**src/rtl/dispatch_operand_stage.sv**
```systemverilog
// Dual-issue dispatch/operand stage: resolves register operands with EX/MEM
// forwarding, stalls on load-use, and splits dependent pairs through a one-entry slot.

module dos_operand_mux (
  input  logic        en_i,
  input  logic [4:0]  idx_i,
  input  logic [31:0] rf_data_i,
  input  logic [1:0]  ex_we_i,
  input  logic [1:0]  ex_is_load_i,
  input  logic [4:0]  ex_addr1_i,
  input  logic [4:0]  ex_addr2_i,
  input  logic [31:0] ex_data1_i,
  input  logic [31:0] ex_data2_i,
  input  logic [1:0]  mem_we_i,
  input  logic [4:0]  mem_addr1_i,
  input  logic [4:0]  mem_addr2_i,
  input  logic [31:0] mem_data1_i,
  input  logic [31:0] mem_data2_i,
  output logic [31:0] val_o,
  output logic        load_hit_o
);
  logic live, ex1, ex2, mem1, mem2;

  assign live = en_i && (idx_i != 5'd0);
  assign ex1  = ex_we_i[0]  && (ex_addr1_i  == idx_i);
  assign ex2  = ex_we_i[1]  && (ex_addr2_i  == idx_i);
  assign mem1 = mem_we_i[0] && (mem_addr1_i == idx_i);
  assign mem2 = mem_we_i[1] && (mem_addr2_i == idx_i);

  // Younger producers win: EX lane2 is the newest result in flight.
  always_comb begin
    val_o = 32'd0;
    if (!live)     val_o = 32'd0;
    else if (ex2)  val_o = ex_data2_i;
    else if (ex1)  val_o = ex_data1_i;
    else if (mem2) val_o = mem_data2_i;
    else if (mem1) val_o = mem_data1_i;
    else           val_o = rf_data_i;
  end

  assign load_hit_o = live && ((ex1 && ex_is_load_i[0]) || (ex2 && ex_is_load_i[1]));
endmodule

module dispatch_operand_stage (
  input  logic        clk,
  input  logic        rst,
  input  logic        flush,
  input  logic [1:0]  id_valid,
  output logic        id_ready,
  input  logic [31:0] id_pc1,
  input  logic [31:0] id_pc2,
  input  logic [1:0]  id_src_en1,
  input  logic [1:0]  id_src_en2,
  input  logic [4:0]  id_rj1,
  input  logic [4:0]  id_rk1,
  input  logic [4:0]  id_rj2,
  input  logic [4:0]  id_rk2,
  input  logic [4:0]  id_rd1,
  input  logic [4:0]  id_rd2,
  input  logic [1:0]  id_rd_we,
  output logic [1:0]  reg_read_en1,
  output logic [1:0]  reg_read_en2,
  output logic [4:0]  reg_read_addr1_1,
  output logic [4:0]  reg_read_addr1_2,
  output logic [4:0]  reg_read_addr2_1,
  output logic [4:0]  reg_read_addr2_2,
  input  logic [31:0] reg_read_data1_1,
  input  logic [31:0] reg_read_data1_2,
  input  logic [31:0] reg_read_data2_1,
  input  logic [31:0] reg_read_data2_2,
  input  logic [1:0]  ex_fwd_we,
  input  logic [4:0]  ex_fwd_addr1,
  input  logic [4:0]  ex_fwd_addr2,
  input  logic [31:0] ex_fwd_data1,
  input  logic [31:0] ex_fwd_data2,
  input  logic [1:0]  ex_fwd_is_load,
  input  logic [1:0]  mem_fwd_we,
  input  logic [4:0]  mem_fwd_addr1,
  input  logic [4:0]  mem_fwd_addr2,
  input  logic [31:0] mem_fwd_data1,
  input  logic [31:0] mem_fwd_data2,
  input  logic        ex_ready,
  output logic [1:0]  ex_valid,
  output logic [31:0] ex_pc1,
  output logic [31:0] ex_pc2,
  output logic [31:0] ex_src1_1,
  output logic [31:0] ex_src1_2,
  output logic [31:0] ex_src2_1,
  output logic [31:0] ex_src2_2,
  output logic [4:0]  ex_rd1,
  output logic [4:0]  ex_rd2,
  output logic [1:0]  ex_rd_we
);
  typedef enum logic {PAIR = 1'b0, SPLIT = 1'b1} state_e;

  state_e           state_q;
  logic             slot_v_q, slot_rd_we_q;
  logic [31:0]      slot_pc_q;
  logic [1:0]       slot_src_en_q;
  logic [4:0]       slot_rj_q, slot_rk_q, slot_rd_q;

  logic [1:0]       ex_valid_q, ex_rd_we_q;
  logic [1:0][31:0] ex_pc_q;
  logic [3:0][31:0] ex_src_q;
  logic [1:0][4:0]  ex_rd_q;

  // Presented lanes: in SPLIT the held instruction takes lane1 and lane2 is idle.
  logic        split, v1, v2, we1, dep, hazard, issue;
  logic [31:0] pc1;
  logic [1:0]  en1;
  logic [4:0]  rj1, rk1, rd1;

  assign split = (state_q == SPLIT);
  assign v1    = split ? slot_v_q      : id_valid[0];
  assign pc1   = split ? slot_pc_q     : id_pc1;
  assign en1   = split ? slot_src_en_q : id_src_en1;
  assign rj1   = split ? slot_rj_q     : id_rj1;
  assign rk1   = split ? slot_rk_q     : id_rk1;
  assign rd1   = split ? slot_rd_q     : id_rd1;
  assign we1   = split ? slot_rd_we_q  : id_rd_we[0];
  assign v2    = ~split & id_valid[1];

  assign reg_read_en1     = en1 & {2{v1}};
  assign reg_read_en2     = id_src_en2 & {2{v2}};
  assign reg_read_addr1_1 = rj1;
  assign reg_read_addr1_2 = rk1;
  assign reg_read_addr2_1 = id_rj2;
  assign reg_read_addr2_2 = id_rk2;

  logic [3:0]       op_en, op_hit;
  logic [3:0][4:0]  op_idx;
  logic [3:0][31:0] op_rf, op_val;

  assign op_en  = {reg_read_en2, reg_read_en1};
  assign op_idx = {id_rk2, id_rj2, rk1, rj1};
  assign op_rf  = {reg_read_data2_2, reg_read_data2_1, reg_read_data1_2, reg_read_data1_1};

  for (genvar g = 0; g < 4; g++) begin : g_op
    dos_operand_mux u_mux (
      .en_i         (op_en[g]),
      .idx_i        (op_idx[g]),
      .rf_data_i    (op_rf[g]),
      .ex_we_i      (ex_fwd_we),
      .ex_is_load_i (ex_fwd_is_load),
      .ex_addr1_i   (ex_fwd_addr1),
      .ex_addr2_i   (ex_fwd_addr2),
      .ex_data1_i   (ex_fwd_data1),
      .ex_data2_i   (ex_fwd_data2),
      .mem_we_i     (mem_fwd_we),
      .mem_addr1_i  (mem_fwd_addr1),
      .mem_addr2_i  (mem_fwd_addr2),
      .mem_data1_i  (mem_fwd_data1),
      .mem_data2_i  (mem_fwd_data2),
      .val_o        (op_val[g]),
      .load_hit_o   (op_hit[g])
    );
  end

  assign hazard = |op_hit;
  assign dep    = ~split && (id_valid == 2'b11) && id_rd_we[0] && (id_rd1 != 5'd0) &&
                  ((id_src_en2[0] && (id_rd1 == id_rj2)) || (id_src_en2[1] && (id_rd1 == id_rk2)));
  assign issue  = ex_ready && !hazard;
  assign id_ready = !flush && !split && issue;

  always_ff @(posedge clk or posedge rst) begin
    if (rst) begin
      state_q       <= PAIR;
      slot_v_q      <= 1'b0;
      slot_pc_q     <= '0;
      slot_src_en_q <= '0;
      slot_rj_q     <= '0;
      slot_rk_q     <= '0;
      slot_rd_q     <= '0;
      slot_rd_we_q  <= 1'b0;
      ex_valid_q    <= '0;
      ex_pc_q       <= '0;
      ex_src_q      <= '0;
      ex_rd_q       <= '0;
      ex_rd_we_q    <= '0;
    end else if (flush) begin
      state_q    <= PAIR;
      slot_v_q   <= 1'b0;
      ex_valid_q <= '0;
    end else if (ex_ready) begin
      if (hazard) begin
        ex_valid_q <= '0;
      end else begin
        ex_valid_q <= {v2 & ~dep, v1};
        ex_pc_q    <= {id_pc2, pc1};
        ex_src_q   <= op_val;
        ex_rd_q    <= {id_rd2, rd1};
        ex_rd_we_q <= {id_rd_we[1], we1};
        if (dep) begin
          state_q       <= SPLIT;
          slot_v_q      <= 1'b1;
          slot_pc_q     <= id_pc2;
          slot_src_en_q <= id_src_en2;
          slot_rj_q     <= id_rj2;
          slot_rk_q     <= id_rk2;
          slot_rd_q     <= id_rd2;
          slot_rd_we_q  <= id_rd_we[1];
        end else if (split) begin
          state_q  <= PAIR;
          slot_v_q <= 1'b0;
        end
      end
    end
  end

  assign ex_valid  = ex_valid_q;
  assign ex_pc1    = ex_pc_q[0];
  assign ex_pc2    = ex_pc_q[1];
  assign ex_src1_1 = ex_src_q[0];
  assign ex_src1_2 = ex_src_q[1];
  assign ex_src2_1 = ex_src_q[2];
  assign ex_src2_2 = ex_src_q[3];
  assign ex_rd1    = ex_rd_q[0];
  assign ex_rd2    = ex_rd_q[1];
  assign ex_rd_we  = ex_rd_we_q;
endmodule

```
**config.mk**
```make
export PLATFORM = sky130hd
export DESIGN_NAME = dispatch_operand_stage
export DESIGN_NICKNAME = d
export VERILOG_FILES = /design/src/rtl/dispatch_operand_stage.sv
export SDC_FILE = /design/constraint.sdc
export NUM_CORES = 1
export LEC_CHECK = 0
export ABC_CLOCK_PERIOD_IN_PS = 22700
export CAP_MARGIN = 25
export CORE_AREA = 2 2 239 241
export CTS_BUF_LIST = sky130_fd_sc_hd__clkbuf_4
export CTS_CLUSTER_SIZE = 24
export DETAILED_ROUTE_END_ITERATION = 16
export DIE_AREA = 0 0 241 243
export GPL_TIMING_DRIVEN = 0
export HOLD_SLACK_MARGIN = 0.12
export PLACE_DENSITY = 0.58
export SLEW_MARGIN = 20
export SYNTH_ARGS = -nofsm -noshare
export SYNTH_HDL_FRONTEND = slang
export SYNTH_SLANG_ARGS = --single-unit
```
**constraint.sdc**
```tcl
create_clock -name clk -period 22.7 [get_ports clk]
set_clock_uncertainty 0.2 [all_clocks]
set_input_delay 5.675 -clock clk [delete_from_list [all_inputs] [get_ports clk]]
set_output_delay 5.675 -clock clk [all_outputs]
set_load 0.05 [all_outputs]
```
# [Word level (Yosys, flattened, before mapping)]
# Cells that the tools add are included.
[word_totals] ff_bits=258 in_bits=388 out_inout_bits=231 word_cells=146
[classes] n_eq_ne=20 mux=39 n_bitwise=8 reduce_logical=61
[ops] operator="$mux 32" count=21
[ops] operator="$eq 5x5->1" count=18
[ops] operator="$logic_and 1x1->1" count=41
[ops] operator="$reduce_bool 5->1" count=5
[ops] operator="$mux 5" count=3
[ops] operator="$mux 1" count=11
[ops] operator="$mux 2" count=4
[ops] operator="$reduce_and 3->1" count=2
[ops] operator="$logic_or 1x1->1" count=5
[ops] operator="$and 2x2->2" count=2
[ops] operator="$not 1->1" count=4
[ops] operator="$reduce_and 4->1" count=1
[ops] operator="$reduce_or 4->1" count=1
[ops] operator="$logic_not 1->1" count=3
[ops] operator="$reduce_bool 3->1" count=1
[ops] operator="$and 1x1->1" count=2
[ops] operator="$eq 2x2->1 const B" count=1
[ops] operator="$ne 2x2->1 const B" count=1
[ops] operator="$reduce_and 2->1" count=1
[ops] operator="$reduce_bool 2->1" count=1

# [Depth between registers and ports, before layout]
[depth] word_depth=10 ltp_mapped=12 mapped_depth_nobuf=8

# [Modules after synthesis]
# Synthesis repeated with hierarchy kept, for this count alone.
[unflattened] cells_unflattened=2256 hier_area_um2=18844.3
[by_module_without_submodules] module="dispatch_operand_stage" instances=1 cells_per_inst=1040 area_per_inst_um2=10636.5 seq_area_each_um2=6456.2
[by_module_without_submodules] module="dos_operand_mux" instances=4 cells_per_inst=304 area_per_inst_um2=2052.0 seq_area_each_um2=0.0

# [Least setup slack after synthesis]
# Ideal clock, no wire load.
[synth_timing] kind="input-to-output" start="input port id_rj1[0]" end="output port id_ready" arrival_time_ns=8.581 t_required_ns=16.825 setup_slack_ns=8.244 cell_stages=9 path_buffers=2 cell_sequence="mux2i_1 inv_2 o41ai_4 nor4_1 or2_1 a2111oi_4 buf_2 buf_4 and2_1"
[synth_between] elab_chain_len=10 word_cells_on_any_way=15 classes_between="eq/ne (2); mux (1); reduce/logical (12)"
[synth_lines] item="start, declared" line="54" rtl="input logic [4:0] id_rj1,"
[synth_lines] item="$mux 5 *" line="117" rtl="assign rj1 = split ? slot_rj_q : id_rj1;"
[synth_lines] item="via reg_read_addr1_1[0]" line="63" rtl="output logic [4:0] reg_read_addr1_1,"
[synth_lines] item="$eq 5x5->1, on equally long branches" line="25, 26"
[synth_lines] item="$logic_and 1x1->1, on equally long branches" line="25, 26"
[synth_lines] item="$logic_and 1x1->1" line="41" rtl="assign load_hit_o = live && ((ex1 && ex_is_load_i[0]) || (ex2 && ex_is_load_i[1]));"
[synth_lines] item="$logic_or 1x1->1" line="41"
[synth_lines] item="$logic_and 1x1->1 *" line="41"
[synth_lines] item="$reduce_or 4->1 *" line="159" rtl="assign hazard = |op_hit;"
[synth_lines] item="$logic_not 1->1 *" line="162" rtl="assign issue = ex_ready && !hazard;"
[synth_lines] item="$logic_and 1x1->1 *" line="162"
[synth_lines] item="$logic_and 1x1->1 *" line="163" rtl="assign id_ready = !flush && !split && issue;"
[synth_lines] item="end, declared" line="49" rtl="output logic id_ready,"
# The timed path passes the listed nets; every way through them passes the cells marked *.

# [Final worst setup path]
[layout_timing] start="input port id_rk1[2]" end="output port id_ready"
[layout_between] elab_chain_len=10 word_cells_on_any_way=15 classes_between="eq/ne (2); mux (1); reduce/logical (12)"
[layout_lines] item="start, declared" line="55" rtl="input logic [4:0] id_rk1,"
[layout_lines] item="$mux 5 *" line="118" rtl="assign rk1 = split ? slot_rk_q : id_rk1;"
[layout_lines] item="$eq 5x5->1, on equally long branches" line="25, 26"
[layout_lines] item="$logic_and 1x1->1, on equally long branches" line="25, 26"
[layout_lines] item="$logic_and 1x1->1" line="41"
[layout_lines] item="$logic_or 1x1->1" line="41"
[layout_lines] item="$logic_and 1x1->1 *" line="41"
[layout_lines] item="$reduce_or 4->1 *" line="159"
[layout_lines] item="$logic_not 1->1 *" line="162"
[layout_lines] item="$logic_and 1x1->1 *" line="162"
[layout_lines] item="$logic_and 1x1->1 *" line="163"
# Every way passes the cells marked *; elsewhere a longest branch is shown, timed or not.

==> run summary <==
Worst R2R Setup Slack: 17.41 ns
max-cap check violation count: 0
hold depth: 1
Max Root-Sink Buffers: 3
clk sinks: 258
final period utilization: 72.1%
Pwr Density: 60.4 mW/mm²
Final min period: 16.36 ns
synth warn: 0
Clk Latency, worst-skew pair: 0.80 ns
worst rel slew slack: 25.8%
pre-CTS WS: 6.19 ns
layout cells sized above 1: 15.6%
Post-synth EDFFs: 0
Area Overhead vs Synth: 46.2%
Worst-Margin Slew: 1.11 ns
DP HPWL: 73600 µm
Final ANT Viol Nets: 0
global-route wire length before repair: 133000 µm
status: completed
DRT Pass-1 Iters: 6
DIE AREA: 0.0586 mm²
Detailed Route WL: 94000 µm
Setup TNS Final: 0 ns
Top Ports: 619
pin count of the biggest net entering global routing: 99
Starting Density: 31.4%
P_int: 0.952 mW
number of global-route vias before repair: 18.9k
CTS tree: yes
Die W: 241 µm
Syn Area/Cell: 9.73 µm²
Synth area leader: dfrtp_1
total track usage: 31.2%
clock network power share: 29.4%
via/cell ratio: 5.49
Final GP Congestion: 0.961
Root Buffer: clkbuf_4
final setup fails: 0
total CTS buffers: 80
Setup crit end kind: output port
Max Freq: 0.0611 GHz
fraction of registers with async set or reset after synthesis: 100%
Clock transition at path regs: 0.06 ns
post-CTS sizing: 0
DRT iter0 DRCs: 1338
ys flop type: dfrtp_1
FF-to-FF Start: split$_DFFE_PP0P_
Placed Instances: 3174
GRT overflow: 0
synth top area cells: dfrtp_1 37%, mux2_2 13%, mux2_1 9.6%
DR vias: 18.2k
final net count: 2889
WP data required: 16.83 ns
Post-CTS Setup Repair Bufs: 0
Cells after Synth: 1804
chip height: 243 µm
Hold Path Sink: ex_rd1[0]$_DFFE_PP0P_
Seq pwr share: 34.7%
# rows: 87
Multi-input gate area: 0.0101 mm²
worst r2r dst: ex_src1_2[29]$_DFFE_PP0P_
Mapped Area: 0.0176 mm²
final std cells w/o fill: 3322
Synth cell types: 50
initial antenna violation count: 20
routed length per instance: 28.3 µm
CP Launch Type: input port
Max Transition Viols Final: 0
Synth Register Bits: 258
Hold-fix buffers, CTS: 0
Peak VDD IR: 0.0454 mV
final worst slack: 6.34 ns
worst r2r path cells: 14
post-synthesis sequential area ratio: 36.8%
combinational share of power: 35.9%
syn nets: 2192
Core Box Area: 0.0560 mm²
static leakage: 10.6 nW
Worst Path Max Fanout: 10
post-synth top area share: 36.8%
Hold WC Path Type: flop to flop
register area: 0.00646 mm²
fin util: 45.9%
HP Start: ex_rd1[0]$_DFFE_PP0P_
switching power: 0.599 mW
Residual DRC: 0
I/O Buffers: 607
RSZ-0062 raised after global routing: no
filler instances: 5553
H-tree levels: 3
Worst Setup Path Type: input port to output port
Hold Vio Cnt, Final: 0
WP data arrival: 10.49 ns
sw frac: 38.6%
==> worst max path at each step <==
stage               startpoint                   endpoint  slack, ns  cells past startpoint
detailed placement   id_rj1[0]                   id_ready       6.19                     12
CTS                  id_rj1[0]                   id_ready       6.19                     12
global route         id_rj1[0]                   id_ready       6.19                     12
global placement           rst  ex_src1_2[22]$_DFFE_PP0P_       5.95                      2
floorplan            id_rj1[0]                   id_ready       8.24                      9
finish               id_rk1[2]                   id_ready       6.34                     11
==> critical path, stage by stage <==
cell and delay (ns):
clkdlybuf4s50_1 0.41, mux2i_1 0.68, nand4_1 0.20, o21ai_2 0.69, nor4_1 0.23, or2_1 0.31
a2111oi_4 0.62, buf_2 0.42, buf_4 0.27, and2_1 0.15, clkdlybuf4s50_1 0.82
==> layer usage <==
metal	track usage (%)	share of wire, %	up-vias
met5	0	0.097	-
met4	12.8	3.9	14
li1	-	-	8037
met2	51.3	47	999
met1	37.2	39	8978
met3	10.3	10	205
==> cells in the mapped netlist, drive strengths merged, types with 3 or more instances <==
cell type / number
mux2: 356
dfrtp: 258
o21ai: 133
nor2: 128
clkbuf: 121
mux2i: 74
nand2: 70
a21oi: 67
a211oi: 66
buf: 65
o32ai: 65
a21boi: 64
a31oi: 64
nand3: 62
xor2: 62
inv: 52
xnor2: 28
nor4: 16
nor3: 10
and3: 7
and2: 6
nand4: 6
or2: 3
or4: 3
==> layout by cell type (no fill, tap or decap), types with 70 or more instances in the layout <==
master / count
clkdlybuf4s50_1: 607
dfrtp_1: 258
mux2_2: 207
mux2_1: 149
o21ai_0: 130
nor2_1: 128
clkbuf_1: 121
clkbuf_4: 115
mux2i_1: 72
nand2_1: 70
==> logic make-up after synthesis <==
group,count (synthesis),synth area share (%)
flip-flops,258,36.8
buffers and inverters,238,5.84
XOR/XNOR,90,4.49
multiplexers,430,27.1
AO/OA/AOI/OAI,473,17.8
AND/OR/NAND/NOR,315,7.95
==> sequential cells by signal, indices dropped and copies added, names as in the netlist, 5 cells and up <==
| register | cells |
|---|---|
| ex_pc1 | 32 |
| ex_pc2 | 32 |
| ex_src1_1 | 32 |
| ex_src1_2 | 32 |
| ex_src2_1 | 32 |
| ex_src2_2 | 32 |
| slot_pc_q | 32 |
| ex_rd1 | 5 |
| ex_rd2 | 5 |
| slot_rd_q | 5 |
| slot_rj_q | 5 |
| slot_rk_q | 5 |
==> stage by stage <==
stage	instance area (µm²)	hold slack, ns	total power [mW]
floorplan	17600	0.275	0.840
global placement	24600	0.268	1.09
detailed placement	24700	0.274	1.10
CTS	25600	0.287	1.56
global route	25700	0.291	1.62
finish	25700	0.283	1.55
==> cell type report <==
cell class | count | share of cell area [%]
clock inverters | 20 | 0.341
inverters | 52 | 0.789
diodes | 12 | 0.117
plain buffers | 186 | 3.23
flip-flops and latches | 258 | 25.1
repair buffers | 615 | 24.0
well taps | 756 | 3.68
multi-input cells | 1308 | 39.3
clock buffers | 115 | 3.36
==> power by group through the flow <==
stage	Sequential [mW]	Combinational, mW	Clock (mW)
finish	0.539	0.556	0.456
global route	0.544	0.579	0.497
CTS	0.539	0.555	0.471
detailed placement	0.546	0.553	0
global placement	0.545	0.549	0
floorplan	0.693	0.147	0
No activity file was read; power rests on OpenSTA's default activity.
